$ cat config.mk
export PLATFORM = sky130hd
export DESIGN_NAME = eng_uc_queue_flat
export DESIGN_NICKNAME = d
export VERILOG_FILES = /design/src/rtl/eng_uc_queue_if.sv /design/src/rtl/eng_uc_queue.sv /design/src/flat_wrapper.sv
export SDC_FILE = /design/constraint.sdc
export NUM_CORES = 1
export LEC_CHECK = 0
export ABC_CLOCK_PERIOD_IN_PS = 13100
export BUFFER_PORTS_ARGS = -buffer_cell sky130_fd_sc_hd__buf_4
export CORE_ASPECT_RATIO = 1.1
export CORE_MARGIN = 5
export CORE_UTILIZATION = 25
export CTS_BUF_LIST = sky130_fd_sc_hd__clkbuf_4
export DETAILED_ROUTE_END_ITERATION = 8
export HOLD_SLACK_MARGIN = 0.15
export MAX_ROUTING_LAYER = met4
export PLACE_DENSITY_LB_ADDON = 0.05
export REMOVE_ABC_BUFFERS = 1
export SYNTH_ARGS = -nofsm -noshare
export SYNTH_HDL_FRONTEND = slang
export SYNTH_SLANG_ARGS = --single-unit
$ cat constraint.sdc
create_clock -name clk -period 13.1 [get_ports clk]
set_clock_uncertainty 0.1 [all_clocks]
set_input_delay 1.31 -clock clk [delete_from_list [all_inputs] [get_ports clk]]
set_output_delay 1.31 -clock clk [all_outputs]
set_load 0.1 [all_outputs]
$ cat src/rtl/eng_uc_queue_if.sv
// Handshake bundle between a BCP engine queue, its local core and the unit-clause arbiter.
interface eng_uc_queue_if #(
    parameter int LW = 10
);
    logic          core_push;
    logic [LW-1:0] core_lit;
    logic [LW-1:0] uca2eng;
    logic          uca2eng_pop;
    logic          conflict;
    logic          restart;
    logic [LW-1:0] eng2uca_min;
    logic          eng2uca_valid;
    logic          eng2uca_empty;
    logic          uca2eng_full;
    logic [LW-1:0] core_lit_out;
    logic          core_lit_valid;
    logic          overflow;

    modport master (
        output core_push, core_lit, uca2eng, uca2eng_pop, conflict, restart,
        input  eng2uca_min, eng2uca_valid, eng2uca_empty, uca2eng_full,
               core_lit_out, core_lit_valid, overflow
    );

    modport slave (
        input  core_push, core_lit, uca2eng, uca2eng_pop, conflict, restart,
        output eng2uca_min, eng2uca_valid, eng2uca_empty, uca2eng_full,
               core_lit_out, core_lit_valid, overflow
    );
endinterface

$ cat src/rtl/eng_uc_queue.sv
// Per-engine unit-literal queue: buffers implied literals, offers the head to the arbiter.
// Head offer is combinational from state; broadcast echo is one cycle later.
// Full queue drops pushes (sticky overflow); the arbiter pops by broadcasting the head or its negation.
module eng_uc_queue #(
    parameter int UCQ_SIZE  = 16,
    parameter int UC_LENGTH = 1024
) (
    input  logic          clk,
    input  logic          rst,
    eng_uc_queue_if.slave bus
);
    localparam int LW = $clog2(UC_LENGTH);
    localparam int PW = $clog2(UCQ_SIZE);
    localparam int CW = PW + 1;

    typedef enum logic [1:0] {RUN, FLUSH, HALT} state_t;

    state_t        state;
    logic [LW-1:0] mem [UCQ_SIZE];
    logic [PW-1:0] rd_ptr, wr_ptr;
    logic [CW-1:0] count;
    logic [LW-1:0] core_lit_out_q;
    logic          core_lit_valid_q;
    logic          overflow_q;

    logic [LW-1:0] head;
    logic          not_empty, full, run, live;
    logic          hit_pos, hit_neg, push_req, push_acc, push_drop, pop_acc;

    assign head      = mem[rd_ptr];
    assign not_empty = (count != '0);
    assign full      = (count == CW'(UCQ_SIZE));
    assign run       = (state == RUN);
    // conflict wins over any queue traffic in the same cycle
    assign live      = run && !bus.conflict;

    assign hit_pos   = bus.uca2eng_pop && not_empty && (bus.uca2eng == head);
    assign hit_neg   = bus.uca2eng_pop && not_empty && (bus.uca2eng == LW'(-head));
    assign push_req  = live && bus.core_push && (bus.core_lit != '0);
    // fullness is judged on the registered count, so a same-cycle pop never makes room
    assign push_acc  = push_req && !full;
    assign push_drop = push_req && full;
    assign pop_acc   = live && (hit_pos || hit_neg);

    assign bus.eng2uca_min    = not_empty ? head : '0;
    assign bus.eng2uca_valid  = run && not_empty && !(hit_pos || hit_neg);
    assign bus.eng2uca_empty  = !not_empty;
    assign bus.uca2eng_full   = full;
    assign bus.core_lit_out   = core_lit_out_q;
    assign bus.core_lit_valid = core_lit_valid_q;
    assign bus.overflow       = overflow_q;

    // Storage is deliberately left out of reset; the pointers define what is live.
    always_ff @(posedge clk) begin
        if (push_acc) begin
            mem[wr_ptr] <= bus.core_lit;
        end
    end

    always_ff @(posedge clk or negedge rst) begin
        if (!rst) begin
            state            <= RUN;
            rd_ptr           <= '0;
            wr_ptr           <= '0;
            count            <= '0;
            core_lit_out_q   <= '0;
            core_lit_valid_q <= 1'b0;
            overflow_q       <= 1'b0;
        end else begin
            core_lit_valid_q <= 1'b0;
            case (state)
                RUN: begin
                    if (bus.conflict) begin
                        state <= FLUSH;
                    end else begin
                        if (bus.uca2eng_pop) begin
                            core_lit_out_q   <= bus.uca2eng;
                            core_lit_valid_q <= 1'b1;
                        end
                        if (push_acc) begin
                            wr_ptr <= wr_ptr + PW'(1);
                        end
                        if (pop_acc) begin
                            rd_ptr <= rd_ptr + PW'(1);
                        end
                        if (push_acc && !pop_acc) begin
                            count <= count + CW'(1);
                        end else if (!push_acc && pop_acc) begin
                            count <= count - CW'(1);
                        end
                        if (push_drop) begin
                            overflow_q <= 1'b1;
                        end
                    end
                end
                FLUSH: begin
                    rd_ptr <= '0;
                    wr_ptr <= '0;
                    count  <= '0;
                    state  <= HALT;
                end
                HALT: begin
                    if (bus.restart && !bus.conflict) begin
                        state <= RUN;
                    end
                end
                default: state <= RUN;
            endcase
        end
    end
endmodule
$ cat src/flat_wrapper.sv
// flat-port wrapper written by rule: the top's interface ports become plain ports
module eng_uc_queue_flat 
#(
    parameter int UCQ_SIZE  = 16,
    parameter int UC_LENGTH = 1024
)
  (clk, rst, bus_core_push, bus_core_lit, bus_uca2eng, bus_uca2eng_pop, bus_conflict, bus_restart, bus_eng2uca_min, bus_eng2uca_valid, bus_eng2uca_empty, bus_uca2eng_full, bus_core_lit_out, bus_core_lit_valid, bus_overflow);
  eng_uc_queue_if bus_i ();
  input  logic clk;
  input  logic rst;
  input wire logic [$bits(bus_i.core_push)-1:0] bus_core_push;
  input wire logic [$bits(bus_i.core_lit)-1:0] bus_core_lit;
  input wire logic [$bits(bus_i.uca2eng)-1:0] bus_uca2eng;
  input wire logic [$bits(bus_i.uca2eng_pop)-1:0] bus_uca2eng_pop;
  input wire logic [$bits(bus_i.conflict)-1:0] bus_conflict;
  input wire logic [$bits(bus_i.restart)-1:0] bus_restart;
  output wire logic [$bits(bus_i.eng2uca_min)-1:0] bus_eng2uca_min;
  output wire logic [$bits(bus_i.eng2uca_valid)-1:0] bus_eng2uca_valid;
  output wire logic [$bits(bus_i.eng2uca_empty)-1:0] bus_eng2uca_empty;
  output wire logic [$bits(bus_i.uca2eng_full)-1:0] bus_uca2eng_full;
  output wire logic [$bits(bus_i.core_lit_out)-1:0] bus_core_lit_out;
  output wire logic [$bits(bus_i.core_lit_valid)-1:0] bus_core_lit_valid;
  output wire logic [$bits(bus_i.overflow)-1:0] bus_overflow;
  assign bus_i.core_push = bus_core_push;
  assign bus_i.core_lit = bus_core_lit;
  assign bus_i.uca2eng = bus_uca2eng;
  assign bus_i.uca2eng_pop = bus_uca2eng_pop;
  assign bus_i.conflict = bus_conflict;
  assign bus_i.restart = bus_restart;
  assign bus_eng2uca_min = bus_i.eng2uca_min;
  assign bus_eng2uca_valid = bus_i.eng2uca_valid;
  assign bus_eng2uca_empty = bus_i.eng2uca_empty;
  assign bus_uca2eng_full = bus_i.uca2eng_full;
  assign bus_core_lit_out = bus_i.core_lit_out;
  assign bus_core_lit_valid = bus_i.core_lit_valid;
  assign bus_overflow = bus_i.overflow;
  eng_uc_queue #(.UCQ_SIZE(UCQ_SIZE), .UC_LENGTH(UC_LENGTH)) u_core (.clk(clk), .rst(rst), .bus(bus_i));
endmodule
# Word level (Yosys, flattened, before mapping)
# Memory sizes are Yosys's and may differ from the RTL's.
# Cells that the tools add are included.
# classes
eq_ne	11
n_addsub	5
n_mul	0
n_lt_le_gt_ge	0
n_bitwise	1
n_div	0
shift	0
reduce_logical	31
mux	19
# ops
operator	n
$eq A10 B10 Y1	2
$mux W4	4
$pmux W4 S2	2
$mux W5	3
$reduce_and A3 Y1	5
$logic_and A1 B1 Y1	14
$mux W10	1
$neg A10 Y10	1
$pmux W5 S2	1
$reduce_bool A10 Y1	1
$add A4 B1 Y4 const B	2
$ne A2 B2 Y1 const B	4
$logic_not A1 Y1	6
$pmux W2 S3	1
$add A5 B1 Y5 const B	1
$eq A5 B5 Y1 const B	1
$mux W1	5
$reduce_bool A5 Y1	1
$sub A5 B1 Y5 const B	1
$mux W2	2
$ne A3 B3 Y1 const B	1
$eq A2 B1 Y1 const B	1
$eq A2 B2 Y1 const B	1
$logic_not A2 Y1	1
other kinds (5)	5
# word_totals
ramBits	160
regBits	27
output_inout_bits	25
memories	1
romBits	0
word_cells	75
latchBits	0
input_bits	26
# memory_table
memory	words	width	rd	rd_clocked_by_memory_dff	write_ports	line_no	rtl
u_core.mem	16	10	1	0	1	eng_uc_queue.sv:19	logic [LW-1:0] mem [UCQ_SIZE];

# Longest topological paths before layout
# depth
ltp_word	11
mapped_depth	25
depth_no_buf	21

# Worst setup path before layout
# No wires, ideal clock.
# synth_timing
kind	flip-flop to output port
from	register u_core.rd_ptr[0]
to	output bus_eng2uca_valid
path_stages_with_launch	15
required_ns	11.690
arrival_time_ns	4.873
path_buffers	3
path_slack_ns	6.817
cell_sequence	dfrtp_1 buf_6 buf_12 mux4_1 a22oi_1 nand2_2 inv_2 ha_1 clkbuf_1 xnor3_1 or4_1 a21oi_1 o31a_1 a31o_1 a2111oi_2
# synth_via
elab_chain_len	7
elab_cells_between_ends	9
classes_between	add/sub: 1; eq/ne: 2; reduce/logical: 5; memory: 1
# synth_rtl
element	line_no	rtl
start: declaration	eng_uc_queue.sv:20	logic [PW-1:0] rd_ptr, wr_ptr;
start signal: assignment	eng_uc_queue.sv:84	rd_ptr <= rd_ptr + PW'(1);
$mem_v2 Z16 W10 (*)	n/a	
$neg A10 Y10	eng_uc_queue.sv:38	assign hit_neg = bus.uca2eng_pop && not_empty && (bus.uca2eng == LW'(-head));
$eq A10 B10 Y1	eng_uc_queue.sv:38	
$logic_and A1 B1 Y1	eng_uc_queue.sv:38	
$logic_or A1 B1 Y1 (*)	eng_uc_queue.sv:46	assign bus.eng2uca_valid = run && not_empty && !(hit_pos || hit_neg);
$logic_not A1 Y1 (*)	eng_uc_queue.sv:46	
$logic_and A1 B1 Y1 (*)	eng_uc_queue.sv:46	
end: declaration	flat_wrapper.sv:18	output wire logic [$bits(bus_i.eng2uca_valid)-1:0] bus_eng2uca_valid;
# Every way passes the cells marked *; elsewhere a longest branch is shown, timed or not.

# Worst setup path in the final report
# layout_timing
from	register u_core.rd_ptr[2]
to	output bus_eng2uca_valid
# The elaborated chain is that of the path after synthesis.

==> impl_metrics.ini <==
[route]
vias = 4836
avgRoutedWirePerCell_um = 23.2
viasPerCell = 4.74
drt_wl_total_um = 23600
ant_nets = 0
drc = 0
drt_iter0_markers = 428
firstDrtPassIters = 4

[yosys]
synth_area_leaders = edfxtp_1 (57%), dfrtp_1 (8.1%), mux4_2 (7.0%)
synth_common_cells = edfxtp_1 (160), dfrtp_1 (27), nand2_1 (27)
synth_top_area_cell = edfxtp_1
synth.most_common_cell = edfxtp_1
synth_ff_type = edfxtp_1
synth-edff-count = 160
synth_area_sq_um = 8390
synth_cells = 523
synth.distinct_cells = 64
synthArstFlopShare = 0.144
ys_seq_area_frac = 0.653
synth_seq_cells = 187
synth_top_area_frac = 0.573
syn_area_per_cell_sq_um = 16.0
ys_warn_count = 0

[layout]
utilization = 0.285
syn2layout_area_growth_pct = 12.9
multi_input_comb_area_sq_um = 2710
layout-drive-gt1-share = 0.230
fin_area_sq_um = 9470
nFillCells = 3375
seqCellArea_sq_um = 5480
num-nets-final = 612

[place]
portBuffers = 50
placed_area_sq_um = 9180
dpl.hpwl_um = 15900
gp_congestion = 0.758

[clocking]
root_buffer = clkbuf_4
path_clk_slew_ps = 170
clock_latency_ps = 590
numCtsBuffers = 17
postCtsHoldBufs = 0
clock_sinks = 187
post_cts_resized = 0
tritoncts = built
clk_path_buf_depth = 2
cts_setup_buffers = 0
htree_levels = 4

[floorplan]
start_util = 0.253
core_area_sq_um = 33200
rows = 70
dieArea_sq_um = 37300
die_h_um = 202
io_pins = 51
die_width_um = 185

[grt]
grt_pass1_wl_um = 34800
grt_overflow = 0
first_global_vias = 5018
antenna_found_initial = 1
grt_max_degree = 53
grt_usage = 0.133

[setup_path]
critical_path_class = register to output port
reg2reg_from = u_core.rd_ptr[2]
worst-path-max-fanout = 37
cp_slowest_cell = dfrtp_2
cp.required_ps = 11690
slowest_delay_ps = 1110
crit_path_end_kind = output port
path_cells = and2_1 > a221oi_1 > nand2_1 > nand4_1 > inv_1 > ha_1 > xnor3_1 > or4_1 > a21oi_1 > o31a_1 > a31o_1 > a2111oi_2 > buf_4
critPathBufInv = 2
startpoint_type = register
crit_arrival_ps = 5390
cp-startpoint = u_core.rd_ptr[2]
crit_family = compound AO/OA/AOI/OAI gates

[power_and_ir_drop]
totalPowerFinal_uw = 1830
leakage_uw = 0.00318
vdd_drop_max_uv = 112
pwr_density_cell_nw_per_um2 = 193

[timing]
fin_setup_tns_ps = 0
rsz0062_at_grt = false
finalHoldViolations = 0
fmax_ghz = 0.147
hold_slack_ps = 381
fin_crit_ps = 6800
tightest_slew_ps = 1090
setup_viol = 0
finalMaxSlewViolations = 0
period_share = 0.519
slew_headroom = 0.274

[job]
cap_violations = 0

[status]
outcome = finished, final reports clean

[worst_hold_path]
hp-class = register to register
hold_start = u_core.bus.overflow
[report_power, final]
group	total, uW	switching (uW)	internal [uW]
clock	314	228	86.4
combinational	784	593	192
sequential	729	42.0	687
total	1830	863	965
[metal layers]
layer / global-route usage / vias up / wire (um)
met5: - / - / 0
met4: 0.0399 / 0 / 374
met1: 0.165 / 2512 / 10300
met3: 0.0214 / 17 / 869
met2: 0.224 / 113 / 12100
li1: - / 2194 / -
[final timing paths]
kind / endpoint / slack (ps) / cells after the start
max: bus_eng2uca_valid / 6300 / 13
min in group asynchronous: u_core.bus.core_lit_out[1] / 510 / 1
min: u_core.bus.overflow / 380 / 1
min reg2reg: u_core.bus.overflow / 380 / 1
max in group asynchronous: u_core.rd_ptr[0] / 12060 / 1
max reg2reg: u_core.count[4] / 6920 / 20
[registers in the layout (all words and copies together), names as in the netlist]
register / count
u_core.bus.core_lit_out: 10
u_core.rd_ptr: 4
u_core.mem: 160
u_core.state: 2
u_core.wr_ptr: 4
u_core.bus.core_lit_valid: 1
u_core.count: 5
u_core.bus.overflow: 1
[kinds of logic after synthesis]
family	count (synthesis)	synth area share
AND/OR/NAND/NOR	140	0.0916
XOR/XNOR	17	0.0203
flip-flops	187	0.653
multiplexers	62	0.130
buffers and inverters	36	0.0240
adder cells (fa/ha/maj)	12	0.0188
AO/OA/AOI/OAI	69	0.0621
[worst register-to-register path: cells and delay by family, from the launching register on]
family | cells | cell delay [ps]
buf+inv | 2 | 490
flops | 1 | 1110
fa+ha+maj | 3 | 880
xor+xnor | 2 | 520
simple gates | 5 | 1510
compound gates | 8 | 1510
[layout make-up]
type | count | share of cell area
Timing Repair Buffer | 53 | 0.0420
Multi-Input combinational cell | 300 | 0.286
Inverter | 15 | 0.00595
Antenna cell | 2 | 0.000529
Tap cell | 432 | 0.0571
Clock inverter | 15 | 0.0160
Sequential cell | 187 | 0.579
Clock buffer | 17 | 0.0135
[metrics by stage]
stage,worst slack (ps),cells
after floorplan,5600,502
after global placement,6960,987
after detailed placement,6890,987
after CTS,6160,1019
after global routing,5740,1020
final,6300,1021
[placed cells by master, fill, tap and decap left out, types with 4 or more instances in the layout]
master,netlist,routed
xor2_1,4,4
dfrtp_1,27,25
edfxtp_1,160,160
mux2i_1,18,18
xnor2_1,11,11
mux4_2,26,26
o21ai_0,12,12
mux2_2,10,10
a221oi_1,7,7
nor3_1,6,6
and2_1,23,23
buf_4,1,53
nor2b_1,10,10
nor2_1,20,20
inv_1,13,13
a22oi_1,6,6
nor4_1,9,9
nand4_1,13,13
mux4_1,8,8
nand3_1,10,10
a211oi_1,4,4
inv_8,0,5
ha_1,11,11
a21oi_1,10,10
clkbuf_4,0,17
nand2_1,27,27
Power figures use the tool's default switching activity.
